<file path="config.mk">
export PLATFORM = sky130hd
export DESIGN_NAME = rf_wr_arbiter
export DESIGN_NICKNAME = d
export VERILOG_FILES = /design/src/rtl/rf_wr_arbiter.sv
export SDC_FILE = /design/constraint.sdc
export NUM_CORES = 1
export LEC_CHECK = 0
export CELL_PAD_IN_SITES_DETAIL_PLACEMENT = 1
export CELL_PAD_IN_SITES_GLOBAL_PLACEMENT = 2
export CORE_MARGIN = 4
export CORE_UTILIZATION = 24
export CTS_BUF_LIST = sky130_fd_sc_hd__clkbuf_4
export CTS_CLUSTER_SIZE = 25
export DETAILED_ROUTE_END_ITERATION = 16
export PLACE_DENSITY_LB_ADDON = 0.1
export RECOVER_POWER = 50
export SLEW_MARGIN = 20
export SYNTH_ARGS = -nofsm -noshare
export SYNTH_HDL_FRONTEND = slang
export SYNTH_SLANG_ARGS = --single-unit
</file>
<file path="constraint.sdc">
create_clock -name CLK -period 2.95 [get_ports CLK]
set_clock_uncertainty 0.15 [all_clocks]
set_input_delay 0.295 -clock CLK [delete_from_list [all_inputs] [get_ports CLK]]
set_output_delay 0.295 -clock CLK [all_outputs]
set_load 0.03 [all_outputs]
</file>
<file path="src/rtl/rf_wr_arbiter.sv">
// ============================================================================
// rf_wr_arbiter: round-robin arbiter for the register file's single write port
// Rev 1.0 - initial release
// ============================================================================
`default_nettype none

module rf_wr_arbiter #(
    parameter int W    = 8,
    parameter int D    = 4,
    parameter int N    = 3,
    parameter int PRIV = 2,
    parameter int RSV0 = 14,
    parameter int RSV1 = 15,
    localparam int LG_W = $clog2(N)
) (
    input  logic            CLK,
    input  logic            RST_N,
    input  logic [N-1:0]    req,
    input  logic [N*D-1:0]  req_addr,
    input  logic [N*W-1:0]  req_data,
    input  logic            stall,
    output logic [N-1:0]    ack,
    output logic            err,
    output logic            rf_write_en,
    output logic [D-1:0]    rf_waddr,
    output logic [W-1:0]    rf_data_in,
    output logic [LG_W-1:0] last_grant
);

    typedef enum logic [0:0] {
        IDLE  = 1'b0,
        ISSUE = 1'b1
    } state_t;

    state_t          state_q, state_d;
    logic [N-1:0]    ack_q, ack_d;
    logic            err_q, err_d;
    logic            we_q, we_d;
    logic [D-1:0]    waddr_q, waddr_d;
    logic [W-1:0]    wdata_q, wdata_d;
    logic [LG_W-1:0] last_grant_q, last_grant_d;

    logic [N-1:0]    ack_now;
    logic [N-1:0]    eligible;
    logic            found;
    logic [LG_W-1:0] winner;
    logic [LG_W-1:0] idx;
    logic [D-1:0]    sel_addr;
    logic [W-1:0]    sel_data;
    logic            reserved;

    always_comb begin
        // A requester being acked right now is masked so its next request waits a turn
        ack_now  = (state_q == ISSUE) ? ack_q : '0;
        eligible = req & ~ack_now & {N{~stall}};

        found  = 1'b0;
        winner = last_grant_q;
        idx    = '0;
        for (int k = 1; k <= N; k++) begin
            idx = LG_W'((int'(last_grant_q) + k) % N);
            for (int i = 0; i < N; i++) begin
                if (!found && (LG_W'(i) == idx) && eligible[i]) begin
                    found  = 1'b1;
                    winner = idx;
                end
            end
        end

        sel_addr = '0;
        sel_data = '0;
        for (int i = 0; i < N; i++) begin
            if (LG_W'(i) == winner) begin
                sel_addr = req_addr[i*D +: D];
                sel_data = req_data[i*W +: W];
            end
        end

        reserved = ((sel_addr == D'(RSV0)) || (sel_addr == D'(RSV1)))
                   && (winner != LG_W'(PRIV));

        state_d      = IDLE;
        ack_d        = '0;
        err_d        = 1'b0;
        we_d         = 1'b0;
        waddr_d      = waddr_q;
        wdata_d      = wdata_q;
        last_grant_d = last_grant_q;

        if (found) begin
            state_d      = ISSUE;
            ack_d        = N'(1) << winner;
            err_d        = reserved;
            we_d         = ~reserved;
            waddr_d      = sel_addr;
            wdata_d      = sel_data;
            last_grant_d = winner;
        end
    end

    always_ff @(posedge CLK) begin
        if (!RST_N) begin
            state_q      <= IDLE;
            ack_q        <= '0;
            err_q        <= 1'b0;
            we_q         <= 1'b0;
            waddr_q      <= '0;
            wdata_q      <= '0;
            last_grant_q <= LG_W'(N - 1);
        end else begin
            state_q      <= state_d;
            ack_q        <= ack_d;
            err_q        <= err_d;
            we_q         <= we_d;
            waddr_q      <= waddr_d;
            wdata_q      <= wdata_d;
            last_grant_q <= last_grant_d;
        end
    end

    assign ack         = ack_q;
    assign err         = err_q;
    assign rf_write_en = we_q;
    assign rf_waddr    = waddr_q;
    assign rf_data_in  = wdata_q;
    assign last_grant  = last_grant_q;

endmodule

`default_nettype wire

</file>
==> flow_summary.toml, run 1 <==
[outcome]
run_status = "complete, no violations"

[cts]
cts.clk_slew.worst_paths_ns = 0.11
cts.htree.levels = 1
clock_insertion_delay_worst_skew_ns = 0.31
tritoncts_num_sinks = 20
number_of_cts_inserted_buffers = 3
clockBufferDepth = 2
cts-root-buf = "sky130_fd_sc_hd__clkbuf_4"
cts_tree = "done"

[critical_path]
path_cells = "inv_1 > ha_1 > o211a_1 > a2111o_1 > nor2_4 > mux2i_1 > buf_4 > mux2i_1 > o221ai_2"
worst-r2r-cell-count = 9
worst_setup_path_start_kind = "register"
cpPeakStageDelay_ns = 0.49
worstReg2RegStart = "last_grant[0]$_SDFFE_PN0N_"
path_common_cell = "sky130_fd_sc_hd__mux2i_1"
flop2flop_setup_slack_ns = 0.22
critical_path.reg2reg.endpoint = "rf_data_in[6]$_SDFFE_PN0N_"
cp-startpoint = "last_grant[0]$_SDFFE_PN0N_"
critical_path.endpoint_type = "register"
cp_slowest_cell = "sky130_fd_sc_hd__a2111o_1"
critical_path_class = "register to register"
arrival_ns = 2.78
cp_max_fo = 11
timing.critical_path.required_ns = 3.00

[layout]
fin_cells = 279
syn2layout_area_growth_pct = 56.5
layout.cell_area.non_filler_um2 = 2070
final_util_pct = 39.7
drive_gt1_share_pct = 13.4
antenna_cells_inserted = 0
finalNetCount = 257

[grt]
grt-ovfl-total = 0
grt_first_pass_wirelength_mm = 6.96
global_route.peak_usage_layer = "met2"
grtUsageMet2_pct = 22.6
globalRouteMet3Util_pct = 2.93
grt_max_degree = 13
antenna_found_initial = 0
globalRouteMet1Util_pct = 16.9
first_global_vias = 1483
global_route.usage.total_pct = 13.4

[placement]
placed_cell_area_um2 = 2040
place_congestion = 0.802
pre_cts_ws_ns = 0.00972
port_buffer_count = 60
dpl.cell_count = 276
sum_of_net_half_perimeters_after_detailed_placement_mm = 3.45

[synthesis]
synth_edf_count = 0
netlist-cell-type-count = 44
yosys_register_bits = 20
postSynthAreaPerCell_um2 = 9.10
synth.yosys.seq_area_share_pct = 30.3
syn_area_um2 = 1320
synthesis.nets = 191
synth_flop_cell = "sky130_fd_sc_hd__dfxtp_1"
synth_warnings = 0
asyncSetResetFlopFracSynth_pct = 0
post_synth_inst_count = 145

[route]
post_drt_wl_per_cell_um = 15.0
drt.antenna.violating_nets = 0
detail_route.wirelength_mm = 4.18
routed-via-count = 1357
initialDrtViolationCount = 69
first_pass_iteration_count_of_the_detailed_router = 4
routed_via_density = 4.86
residual_drc_count = 0

[sta]
report.final.setup_viol = 0
tns_ns = 0
timing.max_slew.rel_slack_pct = 65.9
fmax_ghz = 0.367
hold-worst-slack_ns = 0.323
fin_crit_sh_pct = 92.5
timing.final.hold_violations = 0
finalWorstPathRequiredPeriod_ns = 2.73
rsz0062_at_grt = "no"
tightestPinTransition_ns = 0.510
number_of_pins_exceeding_their_max_slew_limit_in_the_final_report = 0
layout_setup_ws_ns = 0.222

[floorplan]
initial_utilization_pct = 25.4
rows = 26
core_um2 = 5200
ioPinCount = 61
die_width_um = 82.2
chipHeight_um = 82.2
dieArea_um2 = 6750

[worst_hold_path]
holdPathStages = 2
holdCritStartpoint = "rf_data_in[5]$_SDFFE_PN0N_"
hold_path.class = "register to register"
hold_end = "rf_data_in[5]$_SDFFE_PN0N_"

[run]
timing.max_cap.violations = 0

[power_and_ir_drop]
power_leakage_nw = 0.921
power.density_nw_per_um2 = 870
finalPower_mw = 1.80
vdd_drop_max_v = 0.000260
[what timing repair did]
action                                  in CTS  in global routing
resized for setup                            0                  1
endpoints found under the hold margin        0                  0
buffers inserted                             0                  0
endpoints found under the setup margin       0                  6
hold buffers                                 0                  0
[power breakdown]
part | internal, mW | switching [mW]
sequential | 0.361 | 0.0538
combinational | 0.552 | 0.697
clock | 0.0478 | 0.0858
total | 0.961 | 0.836
[cells in the final DEF, fill, tap and decap left out, types with 4 or more instances in the layout]
master                            synthesis  routed
sky130_fd_sc_hd__nand2_1                 18      18
sky130_fd_sc_hd__inv_1                   17      17
sky130_fd_sc_hd__buf_4                    1       4
sky130_fd_sc_hd__ha_1                     4       4
sky130_fd_sc_hd__and3_1                   7       7
sky130_fd_sc_hd__dfxtp_1                 20      18
sky130_fd_sc_hd__clkdlybuf4s50_1          0      41
sky130_fd_sc_hd__o221ai_2                 9       9
sky130_fd_sc_hd__mux2i_1                 14      14
sky130_fd_sc_hd__dlygate4sd3_1            0      19
[flip-flops by register name, summed over array words and instances (netlist names)]
name / flops
rf_data_in: 8
rf_waddr: 4
ack: 3
last_grant: 2
err: 1
rf_write_en: 1
state_q: 1
[synthesized netlist by cell type (2+ instances only)]
library cell               instances  area share, %
sky130_fd_sc_hd__nor3_1            3            1.1
sky130_fd_sc_hd__ha_1              4            3.8
sky130_fd_sc_hd__and3_1            7            3.3
sky130_fd_sc_hd__a32o_1            2            1.5
sky130_fd_sc_hd__dfxtp_1          20             30
sky130_fd_sc_hd__mux2i_1          14             11
sky130_fd_sc_hd__o221ai_2          9             10
sky130_fd_sc_hd__o211ai_1          2            1.1
sky130_fd_sc_hd__inv_1            17            4.8
sky130_fd_sc_hd__nand3_1           3            1.1
sky130_fd_sc_hd__nand2_1          18            5.1
sky130_fd_sc_hd__o221ai_1          2            1.3
sky130_fd_sc_hd__buf_6             2            1.7
sky130_fd_sc_hd__nand2b_1          2           0.95
sky130_fd_sc_hd__o21ai_0           3            1.1
sky130_fd_sc_hd__and2_1            3            1.4
sky130_fd_sc_hd__nor2_1            2           0.57
sky130_fd_sc_hd__a31oi_1           3            1.4
sky130_fd_sc_hd__nor2b_1           3            1.4
sky130_fd_sc_hd__clkbuf_1          2           0.57
[cells by family (layout without fill, tap and decap cells)]
kind of cell | Yosys count | count (layout) | share of synthesized area, %
mux | 15 | 15 | 11.8
flops | 20 | 20 | 30.3
buf+inv | 22 | 86 | 7.68
compound gates | 39 | 39 | 28.7
fa+ha+maj | 4 | 4 | 3.79
simple gates | 45 | 45 | 17.7
[worst max path at each step]
stage	depth (start not counted)	to
6_report	9	rf_data_in[6]$_SDFFE_PN0N_
5_1_grt	10	rf_data_in[1]$_SDFFE_PN0N_
4_1_cts	9	rf_data_in[6]$_SDFFE_PN0N_
3_5_place_dp	9	rf_data_in[7]$_SDFFE_PN0N_
3_3_place_gp	9	rf_data_in[1]$_SDFFE_PN0N_
2_1_floorplan	9	rf_data_in[2]$_SDFFE_PN0N_
[worst max-delay path, delay by kind of cell, from the launching register on]
family	cells	cell delay [ns]
AND/OR/NAND/NOR	1	0.20
flip-flops	1	0.39
AO/OA/AOI/OAI	3	0.86
buffers and inverters	2	0.33
adder cells (fa/ha/maj)	1	0.23
multiplexers	2	0.45
[layer usage]
layer | wire (um) | vias up
li1 | - | 673
met1 | 1870 | 638
met2 | 2000 | 41
met3 | 258 | 5
met4 | 54 | 0
met5 | 0 | -
[final cells by class]
cell class,instances,area [um2]
clock buffers,3,22.5
fillers,629,3140
inverters,17,63.8
multi-input cells,103,818
flip-flops and latches,20,403
well taps,70,87.6
repair buffers,66,671
No activity file was read; power rests on OpenSTA's default activity.
==> run 2, diff against run 1 <==
- ABC_AREA: default -> 1
- CORE_UTILIZATION: 24 -> 22
==> flow_summary.toml, run 2 <==
[grt]
first_global_vias = 1655
grt-ovfl-total = 0
global_route.usage.total_pct = 12.6
grt_max_degree = 15
antenna_found_initial = 0
grt_first_pass_wirelength_mm = 7.58

[critical_path]
timing.critical_path.required_ns = 3.01
cp_max_fo = 13
worst-path-stages = 18
cpPeakStageDelay_ns = 0.38
path_cells = "inv_1 > ha_1 > nand4_2 > inv_1 > nor2_2 > nand3_2 > nor2_4 > o31ai_1 > nand2_2 > nand2_4 > inv_6 > nor2_2 > nand2_1 > nand2_1 > inv_1 > nand3_2 > nand2_1 > inv_1"
worst-path-buf-inv = 5
critical-path-top-delay-family = "simple AND/OR/NAND/NOR gates"
critical_path_class = "register to register"
critical_path.endpoint_type = "register"
arrival_ns = 2.70
path_common_cell = "sky130_fd_sc_hd__inv_1"
worst-r2r-cell-count = 18
worst_setup_path_start_kind = "register"
cp_slowest_cell = "sky130_fd_sc_hd__ha_1"
flop2flop_setup_slack_ns = 0.31

[power_and_ir_drop]
share_seq_of_total_power_pct = 18.0
power.density_nw_per_um2 = 1090
share_clk_of_total_power_pct = 9.7
intPower_mw = 1.08
switching_share_pct = 53.3
total_switching_power_mw = 1.23
vdd_drop_max_v = 0.000289
power_leakage_nw = 1.01
combPwrFrac_pct = 72.3

[synthesis]
netlist_top_cells_area = "sky130_fd_sc_hd__dfxtp_1 29%, sky130_fd_sc_hd__nand2_1 18%, sky130_fd_sc_hd__o211ai_1 5.5%, sky130_fd_sc_hd__inv_1 5.2%, sky130_fd_sc_hd__nor2_1 3.9%"
postSynthAreaPerCell_um2 = 6.85
synth_xor_area_share_pct = 0
post_synth_inst_count = 199
synth_top_cells_by_count = "66 x sky130_fd_sc_hd__nand2_1, 20 x sky130_fd_sc_hd__dfxtp_1, 19 x sky130_fd_sc_hd__inv_1"
synth_flop_cell = "sky130_fd_sc_hd__dfxtp_1"
synthesis.nets = 245
asyncSetResetFlopFracSynth_pct = 0
synth_mux_area_share_pct = 0
post-synth-top-area-fraction_pct = 29.4
synth_edf_count = 0
synth_warnings = 0
synth_simple_gate_area_share_pct = 43.5
main_combinational_cell_family_by_area_after_synthesis = "simple AND/OR/NAND/NOR gates"
synth.yosys.seq_area_share_pct = 29.4
netlist-cell-type-count = 29
syn_area_um2 = 1360
synth_largest_area_cell = "sky130_fd_sc_hd__dfxtp_1"
synthAdderAreaFrac_pct = 3.67
yosys_register_bits = 20
synth_compound_area_share_pct = 14.6
yosysMostFrequentCell = "sky130_fd_sc_hd__nand2_1"

[floorplan]
initial_utilization_pct = 22.9
chipHeight_um = 86.7
rows = 28
die_width_um = 86.7
ioPinCount = 61
core_um2 = 5960
dieArea_um2 = 7520

[sta]
fin_crit_sh_pct = 89.6
report.final.setup_viol = 0
tightestPinTransition_ns = 0.589
timing.final.hold_violations = 0
rsz0062_at_grt = "no"
finalWorstPathRequiredPeriod_ns = 2.64
number_of_pins_exceeding_their_max_slew_limit_in_the_final_report = 0
fmax_ghz = 0.378
tns_ns = 0
timing.max_slew.rel_slack_pct = 60.7

[route]
initialDrtViolationCount = 14
post_drt_wl_per_cell_um = 13.2
drt.antenna.violating_nets = 0
routed_via_density = 4.44
detail_route.wirelength_mm = 4.45
routed-via-count = 1500
first_pass_iteration_count_of_the_detailed_router = 4
residual_drc_count = 0

[layout]
layout.cells.most_common = "sky130_fd_sc_hd__nand2_1"
drive_gt1_share_pct = 14.4
layout.cells.most_common_list = "66 x sky130_fd_sc_hd__nand2_1, 41 x sky130_fd_sc_hd__clkdlybuf4s50_1, 20 x sky130_fd_sc_hd__dfxtp_1, 19 x sky130_fd_sc_hd__inv_1, 19 x sky130_fd_sc_hd__dlygate4sd3_1"
syn2layout_area_growth_pct = 55.1
largest_register_ffs = 8
antenna_cells_inserted = 0
final_util_pct = 35.5
finalNetCount = 310

[cts]
cts.clk_slew.worst_paths_ns = 0.12
cts.htree.levels = 1
cts_tree = "done"
clockBufferDepth = 2
cts-root-buf = "sky130_fd_sc_hd__clkbuf_4"
number_of_cts_inserted_buffers = 3
clock_insertion_delay_worst_skew_ns = 0.30
tritoncts_num_sinks = 20

[placement]
port_buffer_count = 60
place_congestion = 0.791
sum_of_net_half_perimeters_after_detailed_placement_mm = 3.81

[worst_hold_path]
holdPathStages = 2
hold_path.class = "register to register"

[outcome]
run_status = "complete, no violations"

[run]
timing.max_cap.violations = 0
==> run 2: cell count changes after synthesis, sizes merged, moves of 6 or more <==
cell    before  now
and3         7    0
inv         17   23
mux2i       14    0
nand2       19   74
nand3        4   12
nand4        0    8
nor2         3   21
o211ai       2   10
o21ai        4   13
o221ai      11    0
==> run 2: what timing repair did <==
item / CTS / global route
hold buffers: 0 / 0
buffers inserted: 0 / 0
gates resized for setup: 0 / 2
endpoints found under the setup margin: 0 / 6
==> run 2: tightest hold or removal path, cell delays in order, from the launching register on <==
cell	delay, ns
sky130_fd_sc_hd__dfxtp_1	0.33
sky130_fd_sc_hd__nand2_1	0.06
sky130_fd_sc_hd__nand2_1	0.04
==> run 2: logic make-up after synthesis <==
| logic type | after synthesis |
|---|---|
| simple gates | 119 |
| compound gates | 29 |
| buf+inv | 27 |
| flops | 20 |
| fa+ha+maj | 4 |
==> run 2: path summary, 6_finish.rpt <==
kind                                      to                        from
setup / recovery      rf_write_en$_SDFF_PN0_  last_grant[0]$_SDFFE_PN0N_
hold / removal    rf_data_in[0]$_SDFFE_PN0N_  rf_data_in[0]$_SDFFE_PN0N_
setup reg to reg      rf_write_en$_SDFF_PN0_  last_grant[0]$_SDFFE_PN0N_
hold reg to reg   rf_data_in[0]$_SDFFE_PN0N_  rf_data_in[0]$_SDFFE_PN0N_
==> run 2: power groups by stage <==
stage | clock network (mW) | logic [mW] | registers, mW
finish | 0.223 | 1.67 | 0.415
global route | 0.245 | 1.88 | 0.431
CTS | 0.233 | 1.73 | 0.422
detailed placement | 0 | 1.72 | 0.427
global placement | 0 | 1.73 | 0.427
floorplan | 0 | 1.05 | 0.585
==> run 2: final cells by class <==
cell class	instances	area [um2]
Clock buffer	3	22.5
Clock inverter	1	30.0
Fill cell	763	3840
Inverter	23	91.3
Multi-Input combinational cell	152	845
Sequential cell	20	400
Tap cell	75	93.8
Timing Repair Buffer	64	631
==> run 2: per-layer routing <==
metal / track usage, % / up-vias / share of wire (%)
li1: - / 777 / -
met1: 14.9 / 683 / 44
met2: 22.7 / 36 / 48
met3: 2.76 / 4 / 6.6
met4: 3.40 / 0 / 1.3
met5: 0 / - / 0
==> run 2: per-stage QoR <==
stage / instance area (um2) / cells / total power, mW / hold WS [ns] / setup slack [ns]
after floorplan: 1360 / 199 / 1.63 / 0.215 / 0.417
after global placement: 2060 / 334 / 2.16 / 0.288 / 0.0840
after detailed placement: 2060 / 334 / 2.15 / 0.293 / -0.0112
after CTS: 2110 / 338 / 2.38 / 0.315 / 0.131
after global routing: 2110 / 338 / 2.56 / 0.336 / 0.0268
final: 2110 / 338 / 2.31 / 0.308 / 0.307
==> run 3, diff against run 2 <==
- RECOVER_POWER: 50 -> default
==> flow_summary.toml, run 3 (same netlist as run 2, synthesis figures left out) <==
[critical_path]
cp_slowest_cell = "sky130_fd_sc_hd__ha_1"
critical_path.endpoint_type = "register"
cpPeakStageDelay_ns = 0.38
path_common_cell = "sky130_fd_sc_hd__inv_1"
cp_max_fo = 13
critical_path_class = "register to register"
timing.critical_path.required_ns = 3.01
path_cells = "inv_1 > ha_1 > nand4_2 > inv_1 > nor2_2 > nand3_2 > nor2_4 > o31ai_1 > nand2_2 > nand2_4 > inv_6 > nor2_2 > nand2_1 > nand2_1 > inv_1 > nand3_2 > nand2_1 > inv_1"
worst_setup_path_start_kind = "register"
arrival_ns = 2.71

[layout]
antenna_cells_inserted = 0
syn2layout_area_growth_pct = 55.1
drive_gt1_share_pct = 14.4
layout.cells.most_common_list = "66 x sky130_fd_sc_hd__nand2_1, 60 x sky130_fd_sc_hd__clkdlybuf4s50_1, 20 x sky130_fd_sc_hd__dfxtp_1, 19 x sky130_fd_sc_hd__inv_1, 13 x sky130_fd_sc_hd__nor2_1"
largest_register_ffs = 8
fin_cells = 338
layout.cell_area.non_filler_um2 = 2110
finalNetCount = 310
final_util_pct = 35.5
layout.cells.most_common = "sky130_fd_sc_hd__nand2_1"

[cts]
cts-resized-gates = 0
count_of_hold_fix_buffers_inserted_at_cts = 0
clock_insertion_delay_worst_skew_ns = 0.30
cts-root-buf = "sky130_fd_sc_hd__clkbuf_4"
cts.clk_slew.worst_paths_ns = 0.12
tritoncts_num_sinks = 20
clockBufferDepth = 2
number_of_cts_inserted_buffers = 3
cts.htree.levels = 1
cts_post_setup_buffers_inserted = 0
cts_tree = "done"

[sta]
timing.max_slew.rel_slack_pct = 61.4
tns_ns = 0
fmax_ghz = 0.378
hold-worst-slack_ns = 0.311
fin_crit_sh_pct = 89.8
timing.final.hold_violations = 0
tightestPinTransition_ns = 0.578
finalWorstPathRequiredPeriod_ns = 2.65
report.final.setup_viol = 0
rsz0062_at_grt = "no"
number_of_pins_exceeding_their_max_slew_limit_in_the_final_report = 0

[route]
post_drt_wl_per_cell_um = 13.2
routed-via-count = 1510
initialDrtViolationCount = 15
drt.antenna.violating_nets = 0
detail_route.wirelength_mm = 4.46
residual_drc_count = 0
routed_via_density = 4.47
first_pass_iteration_count_of_the_detailed_router = 4

[power_and_ir_drop]
vdd_drop_max_v = 0.000288
intPower_mw = 1.11
share_clk_of_total_power_pct = 9.5
power.density_nw_per_um2 = 1110
power_leakage_nw = 0.960
combPwrFrac_pct = 72.5
total_switching_power_mw = 1.23
share_seq_of_total_power_pct = 17.9
switching_share_pct = 52.7

[floorplan]
die_width_um = 86.7
dieArea_um2 = 7520
core_um2 = 5960
chipHeight_um = 86.7
ioPinCount = 61
rows = 28
initial_utilization_pct = 22.9

[grt]
grt_max_degree = 15
antenna_found_initial = 0
global_route.usage.total_pct = 12.6
grt_first_pass_wirelength_mm = 7.58
first_global_vias = 1655
grt-ovfl-total = 0

[placement]
sum_of_net_half_perimeters_after_detailed_placement_mm = 3.81
place_congestion = 0.791
placed_cell_area_um2 = 2060
dpl.cell_count = 334
port_buffer_count = 60

[run]
timing.max_cap.violations = 0

[outcome]
run_status = "complete, no violations"

[worst_hold_path]
hold_path.class = "register to register"
## run 3: area by class of cell
type                       instances  area, um2
fill                             763       3840
multi-input combinational        152        845
timing repair buffer              64        631
sequential                        20        400
tap                               75       93.8
inverter                          23       91.3
clock inverter                     1       30.0
clock buffer                       3       22.5
## run 3: per-stage QoR
stage,setup WS [ns],power (mW)
after floorplan,0.417,1.63
final,0.301,2.34
after detailed placement,-0.0112,2.15
after global routing,0.0268,2.59
after global placement,0.0840,2.16
after CTS,0.131,2.38
## run 3: metal layers
metal  global-route usage, %  share of wire, %  wire length, um  vias up
li1                        -                 -                -      780
met4                    3.40               1.3               60        0
met5                       0                 0                0        -
met3                    2.76               6.8              305        4
met2                    22.7                48             2140       40
met1                    14.9                44             1950      686
## run 3: worst paths after layout
kind | endpoint | start | depth (start not counted) | slack, ns
setup / recovery | rf_write_en$_SDFF_PN0_ | last_grant[0]$_SDFFE_PN0N_ | 18 | 0.30
hold / removal | rf_data_in[0]$_SDFFE_PN0N_ | rf_data_in[0]$_SDFFE_PN0N_ | 2 | 0.31
hold reg to reg | rf_data_in[0]$_SDFFE_PN0N_ | rf_data_in[0]$_SDFFE_PN0N_ | 2 | 0.31
setup reg to reg | rf_write_en$_SDFF_PN0_ | last_grant[0]$_SDFFE_PN0N_ | 18 | 0.30
## run 3: power groups by stage
stage                     registers [mW]  logic (mW)  clock network [mW]
after floorplan                    0.585        1.05                   0
after global placement             0.427        1.73                   0
after detailed placement           0.427        1.72                   0
after CTS                          0.422        1.73               0.233
after global routing               0.434        1.91               0.245
final                              0.418        1.69               0.223
## run 3: critical path, delay by kind of cell, from the launching register on
kind / cells / cell delay, ns
simple gates: 11 / 1.14
fa+ha+maj: 1 / 0.38
flops: 1 / 0.36
buf+inv: 5 / 0.42
compound gates: 1 / 0.11
